### src/rtl/message_serializer_pkg.sv
// message_serializer_pkg: ASCII constants, FSM state encoding and nibble-to-ASCII helper shared by the serializer.
// The SEQ_HI/SEQ_LO/COLON states are only reached when MSG_SERIALIZER_SEQNUM_EN is defined.
package message_serializer_pkg;
  localparam logic [7:0] CHR_CR = 8'h0D, CHR_LF = 8'h0A, CHR_SEP = 8'h5F, CHR_COLON = 8'h3A;
  typedef enum logic [2:0] {IDLE, SEQ_HI, SEQ_LO, COLON, DIGIT, SEP, CR, LF} state_t;
  function automatic logic [7:0] hex_chr(input logic [3:0] n);
    return n < 4'd10 ? 8'h30 + {4'h0, n} : 8'h37 + {4'h0, n};
  endfunction
endpackage

### src/rtl/message_serializer_if.sv
// message_serializer_if: record capture side and ASCII character stream side of the serializer.
interface message_serializer_if #(parameter int WIDTH = 32, parameter int COUNT = 2);
  logic rec_stb;
  logic [WIDTH*COUNT-1:0] rec_dat;
  logic full, ovf, rdy, stb;
  logic [7:0] dat;
  modport master(output rec_stb, rec_dat, rdy, input full, ovf, stb, dat);
  modport slave(input rec_stb, rec_dat, rdy, output full, ovf, stb, dat);
endinterface

### src/rtl/message_serializer_sync_fifo.sv
// sync_fifo: synchronous show-ahead FIFO; the caller only pushes when not full or when popping in the same cycle.
module sync_fifo #(parameter int WIDTH = 64, parameter int DEPTH = 4) (
  input  logic clk, rst, push, pop,
  input  logic [WIDTH-1:0] din,
  output logic [WIDTH-1:0] dout,
  output logic full, empty
);
  localparam int AW = $clog2(DEPTH);
  logic [WIDTH-1:0] mem [DEPTH];
  logic [AW-1:0] wp, rp;
  logic [AW:0] cnt;
  assign full = cnt == (AW+1)'(DEPTH);
  assign empty = cnt == '0;
  assign dout = mem[rp];
  always_ff @(posedge clk)
    if (push) mem[wp] <= din;
  always_ff @(posedge clk) begin
    if (rst) begin
      wp <= '0;
      rp <= '0;
      cnt <= '0;
    end else begin
      wp <= push ? wp + 1'b1 : wp;
      rp <= pop ? rp + 1'b1 : rp;
      cnt <= cnt + {{AW{1'b0}}, push} - {{AW{1'b0}}, pop};
    end
  end
endmodule

### src/rtl/message_serializer.sv
// message_serializer: queues records and streams each as a paced "WWWW_..._WWWW\r\n" ASCII hex line.
// Define MSG_SERIALIZER_SEQNUM_EN to prefix every line with a 2-digit hex sequence number and ':'.
module message_serializer import message_serializer_pkg::*; #(
  parameter int WIDTH = 32, COUNT = 2, DEPTH = 4, TX_INTERVAL = 4
) (
  input logic clk,
  input logic rst,
  message_serializer_if.slave bus
);
  localparam int D = WIDTH / 4;
  localparam int RW = WIDTH * COUNT;
  localparam int PW = TX_INTERVAL > 1 ? $clog2(TX_INTERVAL) : 1;
  localparam int NW = D > 1 ? $clog2(D) : 1;
  localparam int CW = COUNT > 1 ? $clog2(COUNT) : 1;
  state_t state, first;
  logic [RW-1:0] sh, head;
  logic [NW-1:0] nib;
  logic [CW-1:0] word;
  logic [PW-1:0] pace;
  logic empty, full, pop, emit, last_nib, last_word;
  logic [7:0] chr;
`ifdef MSG_SERIALIZER_SEQNUM_EN
  logic [7:0] seq;
  assign first = SEQ_HI;
`else
  assign first = DIGIT;
`endif
  assign emit = state != IDLE && pace == '0 && bus.rdy;
  // Popping on the LF emission lets the next line start with no idle gap.
  assign pop = !empty && (state == IDLE || (state == LF && emit));
  assign last_nib = nib == NW'(D - 1);
  assign last_word = word == CW'(COUNT - 1);
  assign bus.full = full;
  assign chr = state == CR ? CHR_CR : state == LF ? CHR_LF : state == SEP ? CHR_SEP :
`ifdef MSG_SERIALIZER_SEQNUM_EN
               state == COLON ? CHR_COLON : state == SEQ_HI ? hex_chr(seq[7:4]) :
               state == SEQ_LO ? hex_chr(seq[3:0]) :
`endif
               hex_chr(sh[RW-1 -: 4]);
  sync_fifo #(.WIDTH(RW), .DEPTH(DEPTH)) u_fifo (
    .clk, .rst, .push(bus.rec_stb && (!full || pop)), .pop,
    .din(bus.rec_dat), .dout(head), .full, .empty
  );
  always_ff @(posedge clk) begin
    if (rst) begin
      state <= IDLE;
      pace <= '0;
      sh <= '0;
      nib <= '0;
      word <= '0;
      bus.stb <= 1'b0;
      bus.dat <= 8'h00;
      bus.ovf <= 1'b0;
`ifdef MSG_SERIALIZER_SEQNUM_EN
      seq <= '0;
`endif
    end else begin
      bus.ovf <= bus.rec_stb && full && !pop;
      bus.stb <= emit;
      if (emit) bus.dat <= chr;
      pace <= emit ? PW'(TX_INTERVAL - 1) : pace == '0 ? pace : pace - 1'b1;
`ifdef MSG_SERIALIZER_SEQNUM_EN
      if (emit && state == LF) seq <= seq + 1'b1;
`endif
      if (pop) begin
        sh <= head;
        nib <= '0;
        word <= '0;
        state <= first;
      end else if (emit) begin
        case (state)
          SEQ_HI: state <= SEQ_LO;
          SEQ_LO: state <= COLON;
          COLON: state <= DIGIT;
          DIGIT: begin
            sh <= sh << 4;
            nib <= last_nib ? '0 : nib + 1'b1;
            state <= !last_nib ? DIGIT : last_word ? CR : SEP;
          end
          SEP: begin
            word <= word + 1'b1;
            state <= DIGIT;
          end
          CR: state <= LF;
          default: state <= IDLE;
        endcase
      end
    end
  end
endmodule

### src/flat_wrapper.sv
// flat-port wrapper written by rule: the top's interface ports become plain ports
module message_serializer_flat import message_serializer_pkg::*;
#(
  parameter int WIDTH = 32, COUNT = 2, DEPTH = 4, TX_INTERVAL = 4
)
  (clk, rst, bus_rec_stb, bus_rec_dat, bus_rdy, bus_full, bus_ovf, bus_stb, bus_dat);
  message_serializer_if #(.WIDTH(WIDTH), .COUNT(COUNT)) bus_i ();
  input logic clk;
  input logic rst;
  input wire logic [$bits(bus_i.rec_stb)-1:0] bus_rec_stb;
  input wire logic [$bits(bus_i.rec_dat)-1:0] bus_rec_dat;
  input wire logic [$bits(bus_i.rdy)-1:0] bus_rdy;
  output wire logic [$bits(bus_i.full)-1:0] bus_full;
  output wire logic [$bits(bus_i.ovf)-1:0] bus_ovf;
  output wire logic [$bits(bus_i.stb)-1:0] bus_stb;
  output wire logic [$bits(bus_i.dat)-1:0] bus_dat;
  assign bus_i.rec_stb = bus_rec_stb;
  assign bus_i.rec_dat = bus_rec_dat;
  assign bus_i.rdy = bus_rdy;
  assign bus_full = bus_i.full;
  assign bus_ovf = bus_i.ovf;
  assign bus_stb = bus_i.stb;
  assign bus_dat = bus_i.dat;
  message_serializer #(.WIDTH(WIDTH), .COUNT(COUNT), .DEPTH(DEPTH), .TX_INTERVAL(TX_INTERVAL)) u_core (.clk(clk), .rst(rst), .bus(bus_i));
endmodule
### config.mk
export PLATFORM = sky130hd
export DESIGN_NAME = message_serializer_flat
export DESIGN_NICKNAME = d
export VERILOG_FILES = /design/src/rtl/message_serializer_pkg.sv /design/src/rtl/message_serializer_if.sv /design/src/rtl/message_serializer_sync_fifo.sv /design/src/rtl/message_serializer.sv /design/src/flat_wrapper.sv
export SDC_FILE = /design/constraint.sdc
export NUM_CORES = 1
export LEC_CHECK = 0
export BUFFER_PORTS_ARGS = -buffer_cell sky130_fd_sc_hd__clkbuf_2
export CORE_MARGIN = 3
export CORE_UTILIZATION = 63
export CTS_BUF_LIST = sky130_fd_sc_hd__clkbuf_4 sky130_fd_sc_hd__clkbuf_8
export CTS_CLUSTER_SIZE = 24
export DETAILED_ROUTE_END_ITERATION = 10
export GPL_TIMING_DRIVEN = 0
export PLACE_DENSITY_LB_ADDON = 0.3
export SLEW_MARGIN = 20
export SYNTH_ARGS = -nofsm -noshare
export SYNTH_HDL_FRONTEND = slang
export SYNTH_HIERARCHICAL = 1
export SYNTH_SLANG_ARGS = --single-unit
### constraint.sdc
create_clock -name clk -period 5.6 [get_ports clk]
set_input_delay 1.12 -clock clk [delete_from_list [all_inputs] [get_ports clk]]
set_output_delay 1.12 -clock clk [all_outputs]
set_load 0.005 [all_outputs]
# Word-level counts from Yosys, hierarchy flattened
# Memory sizes are Yosys's and may differ from the RTL's. A register that Yosys moved wholly into a read port is not among the register bits.
# Index checks and enable logic that the tools add are counted.
# totals
elab_cells	75
inputBits	68
ff_bits	90
ramBits	256
memories	1
# classes
n_mux	19
reduce_logical	23
addsub	9
order_cmp	1
eq_ne	10
# memory_table
memory	words	width	read_ports	rd_ports_with_merged_regs	wr	line	text
u_core.u_fifo.mem	4	64	1	1	1	message_serializer_sync_fifo.sv:9	logic [WIDTH-1:0] mem [DEPTH];
# ops
op	n
$mux 64	3
$mux 8	4
$eq 3x3->1 const B	6
$pmux 3 s5	1
$add 6x4->7 const A	2
$mux 3	4
$mux 2	5
$logic_and 1x1->1	7
$eq 3x2->1 const B	2
$logic_not 3->1	2
$reduce_and 2->1	3
$add 2x1->2 const B	2
$lt 4x4->1 const B	1
$reduce_bool 2->1	2
$reduce_or 2->1	2
$add 3x1->3	1
$add 3x1->3 const B	1
$eq 3x1->1 const B	1
$logic_not 1->1	3
$reduce_bool 3->1	1
$sub 3x1->3	1
$logic_not 2->1	1
$logic_or 1x1->1	2
$mux 1	2
3 further kinds	3

# Logic depth before layout (Yosys ltp)
# depth
word_depth	10
depth_mapped	13
ltp_nobuf	11

# Modules after synthesis
# Netlist, hierarchy kept.
# modules_own_cells
module	cells_per_inst	seq_area_each_um2	instances	area_per_inst_um2
sync_fifo	376	7867.5	1	9749.4
message_serializer	473	1641.6	1	4040.1

# Least setup slack after synthesis
# OpenSTA, ideal clock, no wires.
# synth_path
path_kind	input to register
startpoint	in bus_rdy
endpoint	mem u_core.u_fifo.mem[0][0], enable pin
arrival_time_ns	4.015
required_ns	5.171
setup_slack_ns	1.157
setup_ns	0.429
n_path_buf	2
path_stages	6
cell_sequence	nand3_1 o31a_4 buf_2 buf_2 a21boi_0 and2_1
# synth_between
elab_chain_len	8
# synth_lines
item	line	text
start, declared	flat_wrapper.sv:12	input wire logic [$bits(bus_i.rdy)-1:0] bus_rdy;
$logic_and 1x1->1	message_serializer.sv:28	assign emit = state != IDLE && pace == '0 && bus.rdy;
$logic_and 1x1->1	message_serializer.sv:30	assign pop = !empty && (state == IDLE || (state == LF && emit));
$logic_or 1x1->1	message_serializer.sv:30	
$logic_and 1x1->1	message_serializer.sv:30	
$logic_or 1x1->1	message_serializer.sv:41	.clk, .rst, .push(bus.rec_stb && (!full || pop)), .pop,
$logic_and 1x1->1	message_serializer.sv:41	
$mux 1	message_serializer_sync_fifo.sv:16	if (push) mem[wp] <= din;
$mux 1 (implied by the code)	message_serializer_sync_fifo.sv:16	
end, declared	message_serializer_sync_fifo.sv:9	
# Every way passes these cells.

# Worst setup path in the final report
# layout_path
startpoint	reg u_core.pace[0]
endpoint	mem u_core.u_fifo.mem[1][61], enable pin
# layout_between
elab_chain_len	10
# layout_lines
item	line	text
start, declared	message_serializer.sv:19	logic [PW-1:0] pace;
start signal, assigned	message_serializer.sv:61	pace <= emit ? PW'(TX_INTERVAL - 1) : pace == '0 ? pace : pace - 1'b1;
$logic_not 2->1	message_serializer.sv:28	
$logic_and 1x1->1 (2 in a row)	message_serializer.sv:28	
$logic_and 1x1->1	message_serializer.sv:30	
$logic_or 1x1->1	message_serializer.sv:30	
$logic_and 1x1->1	message_serializer.sv:30	
$logic_or 1x1->1	message_serializer.sv:41	
$logic_and 1x1->1	message_serializer.sv:41	
$mux 1	message_serializer_sync_fifo.sv:16	
$mux 1 (implied by the code)	message_serializer_sync_fifo.sv:16	
# Every way passes these cells.

==> run summary <==
Area enclosed by the die boundary: 23700 um^2. At the end of routability-driven placement, the weighted congestion stood at 0.810. The met1 track utilization from global routing was 30.0%; the worst slew margin relative to its limit was 40.8%.

The repair_antennas step left the layout with diodes totalling 0. The number of antenna violations at the first check in global routing was 2. The largest family of logic cells by synthesized area was multiplexers. The total overflow left after global routing is 0. The finished cells cover 15700 um^2. The die extent in x works out to 154 um.

The floorplan step defined a core boundary enclosing 21300 um^2. Relative to the synthesized area, the layout overhead comes to 13.8%. Via density per instance: 5.90. After Yosys synthesis, XOR and XNOR cells account for 0.553% of the synthesized area. For the CTS sink count, the log shows 347. Counting the fill cells in the layout gives 1266. At the worst endpoint, the required time is 5860 ps. The first global-routing pass estimated 41.4 mm of wire. For the placement row count, the log shows 53. The global routing usage summed across all routing layers was 22.0%.

The adder-cell area share of the yosys netlist came out at 1.05%. The post-synthesis compound-gate area fraction came out at 9.66%. Global routing consumed, on the met2 layer, 36.3% of the routing resources.

For the gate count of the mapped netlist, the log shows 849. In the layout the commonest cells are sky130_fd_sc_hd__edfxtp_1, sky130_fd_sc_hd__dfxtp_1, sky130_fd_sc_hd__nand2_1. STA classifies the critical path startpoint as a flop. Across all layers, the routed design uses 7696 vias.

The die is 154 um tall. The worst setup path is of the reg2reg kind. Prevailing post-synth register cell: sky130_fd_sc_hd__edfxtp_1. The cell seen most often among critical-path stages is sky130_fd_sc_hd__buf_2. The number of nets handed over by synthesis was 928. Counting distinct cell types in the post-synthesis netlist gives 49.

The logs give 69.0% for the sequential cell area fraction in the yosys report and 9510 um^2 for the register area. The run gives 5 as the number of detailed-route iterations in the first pass. Critical register-to-register path startpoint: u_core/pace[0]$_SDFFE_PP0P_.

Count of final setup violators: 0. TritonCTS built the clock tree. The synthesized design contains 347 register bits.

The via count of the first global-routing pass is 7912, and the clock latency on the worst-skew pair is 590 ps. Setup repair after global routing left no endpoint under its margin. Summed over all nets, the half-perimeter wirelength after detailed placement is 16.4 mm. IR analysis of the VDD net gives a maximum drop of 0.000335 V. The maximum fanout count along the critical path is 40.

The slew at the pin with the worst max-slew slack is 880 ps, and the detailed-route DRC error count is 0. For the number of CTS-inserted buffers, the log shows 53. For the post-CTS resize count, the log shows 0. In this run, synthesis inferred 256 flip-flops with an integrated enable. Global routing consumed, on the met3 layer, 4.33% of the routing resources.

The accumulated negative setup slack was 0 ps. In the final design database the tool counted 1064 nets. The tools report the area of the multi-input gates as 3820 um^2. In this run the number of H-tree levels came out at 2. The run gives 1850 ps as the setup slack of the most critical reg-to-reg path. The detailed router finished its first iteration with 594 violations. The path with the worst hold slack has its endpoint at u_core/bus.dat[4]$_SDFFE_PP0P_. The total count of hold-check failures in the final report was 0.

The worst reg-to-reg path cell count works out to 10. The async set or reset register ratio after synthesis came out at 0%. The worst hold path begins at u_core/bus.dat[4]$_SDFFE_PP0P_. The mapped netlist covers 13800 um^2.

The tools report the total power of the final layout as 0.00769 W. The worst path needs 3750 ps of the cycle, external delays included. The tools report the endpoint kind of the worst setup timing path as a flop.

Dividing the synthesized area by the synthesized cell count gives 16.2 um^2. For this run, the share of the core covered by cells in the final layout is 73.7%. On the worst path, the slowest cell contributes a delay of 720 ps. STA puts the critical path data arrival time at 4010 ps. Once detail routing completed, the nets flagged for antenna violations numbered 0. Average routed wire per standard cell: 19.6 um.

The worst hold path class is reg2reg. The ratio of total power to cell area is 490 nW/um^2, and the initial standard-cell utilization of the core is 64.8%. The logs give 1305 for the post-layout instance count excluding filler cells and 21.7 ps for the clock tree skew after final layout. Along the worst hold path, the cell count comes to 2. The number of port buffers was 77.

In this run the cell area measured after placement is 14600 um^2. The library cell used most frequently in the layout, excluding fill and tap cells, is sky130_fd_sc_hd__edfxtp_1. CTS root buffer: sky130_fd_sc_hd__clkbuf_8.

In the finished design, the share of the clock period the worst path needs comes to 67.0%. The mux contribution to synthesized area came out at 10.6%. The flow ran to the end, and the final reports show no timing, DRC or antenna violations. The post-route netlist has 32.9% of its cells at a drive strength greater than 1. Clock-pin slew was measured on the worst setup and hold paths at 60 ps. The worst register-to-register path ends at u_core/u_fifo/mem[1][61]$_DFFE_PP_.

For the total wire length after detailed routing, the log shows 25.6 mm. Timing would allow up to 267 MHz. The quantity of hold-fixing buffers added after cts is 0, and the reported max-cap violation count is 0.

Master of the slowest instance on the critical path: sky130_fd_sc_hd__a21boi_0. The most utilized layer in the global route result was met2. The final count of pins violating max slew is 0, and the number of warnings reported in the yosys synthesis log is 6. Including well taps, the total number of placed cells is 1205. Entering global routing, the biggest net connects 48 pins. The analysis attributes to cell leakage a power of 5.38 nW. The total I/O pin count is 79. Traced cell by cell, the critical path runs through inv_1 > ha_1 > buf_2 > nand3_1 > o31a_4 > buf_2 > buf_2 > a21boi_0 > and2_4 > buf_12.

The logs give 3 for the worst-case clock buffer depth and 0 for the buffer count from post-CTS setup fixing. The synthesized-area fraction occupied by and/or/nand/nor cells was 5.67%.
logic make-up (layout without fill, tap and decap cells):
logic type / Yosys count / count (layout)
AO/OA/AOI/OAI: 159 / 159
XOR/XNOR: 7 / 7
adder cells (fa/ha/maj): 11 / 11
buffers and inverters: 70 / 251
flip-flops: 347 / 347
multiplexers: 65 / 65
other: 1 / 1
AND/OR/NAND/NOR: 189 / 189
per-layer routing:
| metal | routed length [um] | vias up |
|---|---|---|
| li1 | - | 3547 |
| met1 | 10800 | 3868 |
| met2 | 12900 | 232 |
| met3 | 1360 | 45 |
| met4 | 485 | 4 |
| met5 | 27 | - |
sequential cells by signal, indices dropped and copies added (netlist names), 2 cells and up, named ones only:
signal / flops
u_core/bus.dat: 7
u_core/nib: 3
u_core/pace: 2
u_core/sh: 64
u_core/state: 3
u_core/u_fifo/cnt: 3
u_core/u_fifo/mem: 256
u_core/u_fifo/rp: 2
u_core/u_fifo/wp: 2
critical path: cells and delay by family, from the launching register on:
kind            cells  cell delay [ps]
compound gates      2             1110
fa+ha+maj           1              130
buf+inv             5              960
flops               1              320
simple gates        2              850
Yosys cell counts (4+ instances only):
| library cell | n | share of area [%] |
|---|---|---|
| sky130_fd_sc_hd__edfxtp_1 | 256 | 56 |
| sky130_fd_sc_hd__dfxtp_1 | 91 | 13 |
| sky130_fd_sc_hd__nand2_1 | 80 | 2.2 |
| sky130_fd_sc_hd__nor2_1 | 78 | 2.1 |
| sky130_fd_sc_hd__mux4_2 | 60 | 9.8 |
| sky130_fd_sc_hd__a21oi_1 | 57 | 2.1 |
| sky130_fd_sc_hd__a211oi_2 | 50 | 4.5 |
| sky130_fd_sc_hd__clkbuf_1 | 23 | 0.63 |
| sky130_fd_sc_hd__a21oi_2 | 20 | 1.3 |
| sky130_fd_sc_hd__buf_2 | 16 | 0.58 |
| sky130_fd_sc_hd__a211oi_1 | 14 | 0.76 |
| sky130_fd_sc_hd__inv_1 | 12 | 0.33 |
| sky130_fd_sc_hd__ha_1 | 10 | 0.91 |
| sky130_fd_sc_hd__buf_12 | 8 | 1.2 |
| sky130_fd_sc_hd__nand3_1 | 7 | 0.25 |
| sky130_fd_sc_hd__nor3_1 | 7 | 0.25 |
| sky130_fd_sc_hd__o21ai_0 | 6 | 0.22 |
| sky130_fd_sc_hd__and2_1 | 5 | 0.23 |
| sky130_fd_sc_hd__buf_6 | 5 | 0.41 |
| sky130_fd_sc_hd__mux4_1 | 4 | 0.76 |
| sky130_fd_sc_hd__xnor2_1 | 4 | 0.25 |
area by class of cell:
class | count | area share [%]
sequential | 347 | 60.6
clock inverter | 19 | 0.710
multi-input combinational | 432 | 24.3
buffer | 57 | 2.71
timing repair buffer | 81 | 3.02
clock buffer | 81 | 6.11
inverter | 13 | 0.311
tap | 275 | 2.19
where the power goes:
group          internal, W  switching [W]
Clock              0.00114       0.000918
Combinational     0.000981        0.00120
Sequential         0.00324       0.000205
how the worst max path moves through the flow:
stage	startpoint	to	slack (ps)	cells past startpoint
after CTS	u_core/pace[0]$_SDFFE_PP0P_	u_core/u_fifo/mem[1][61]$_DFFE_PP_	1840	10
after global placement	bus_rdy	u_core/u_fifo/mem[1][61]$_DFFE_PP_	-420	7
after detailed placement	bus_rdy	u_core/u_fifo/mem[1][60]$_DFFE_PP_	1290	8
final	u_core/pace[0]$_SDFFE_PP0P_	u_core/u_fifo/mem[1][61]$_DFFE_PP_	1850	10
after floorplan	bus_rdy	u_core/u_fifo/mem[0][0]$_DFFE_PP_	1160	6
after global routing	u_core/pace[0]$_SDFFE_PP0P_	u_core/u_fifo/mem[1][57]$_DFFE_PP_	1640	10
stage by stage:
| stage | worst slack [ps] | hold slack, ps |
|---|---|---|
| after floorplan | 1160 | 437 |
| after global placement | -424 | 440 |
| after detailed placement | 1290 | 444 |
| after CTS | 1840 | 453 |
| after global routing | 1640 | 475 |
| final | 1850 | 449 |
No activity file was read; power rests on OpenSTA's default activity.
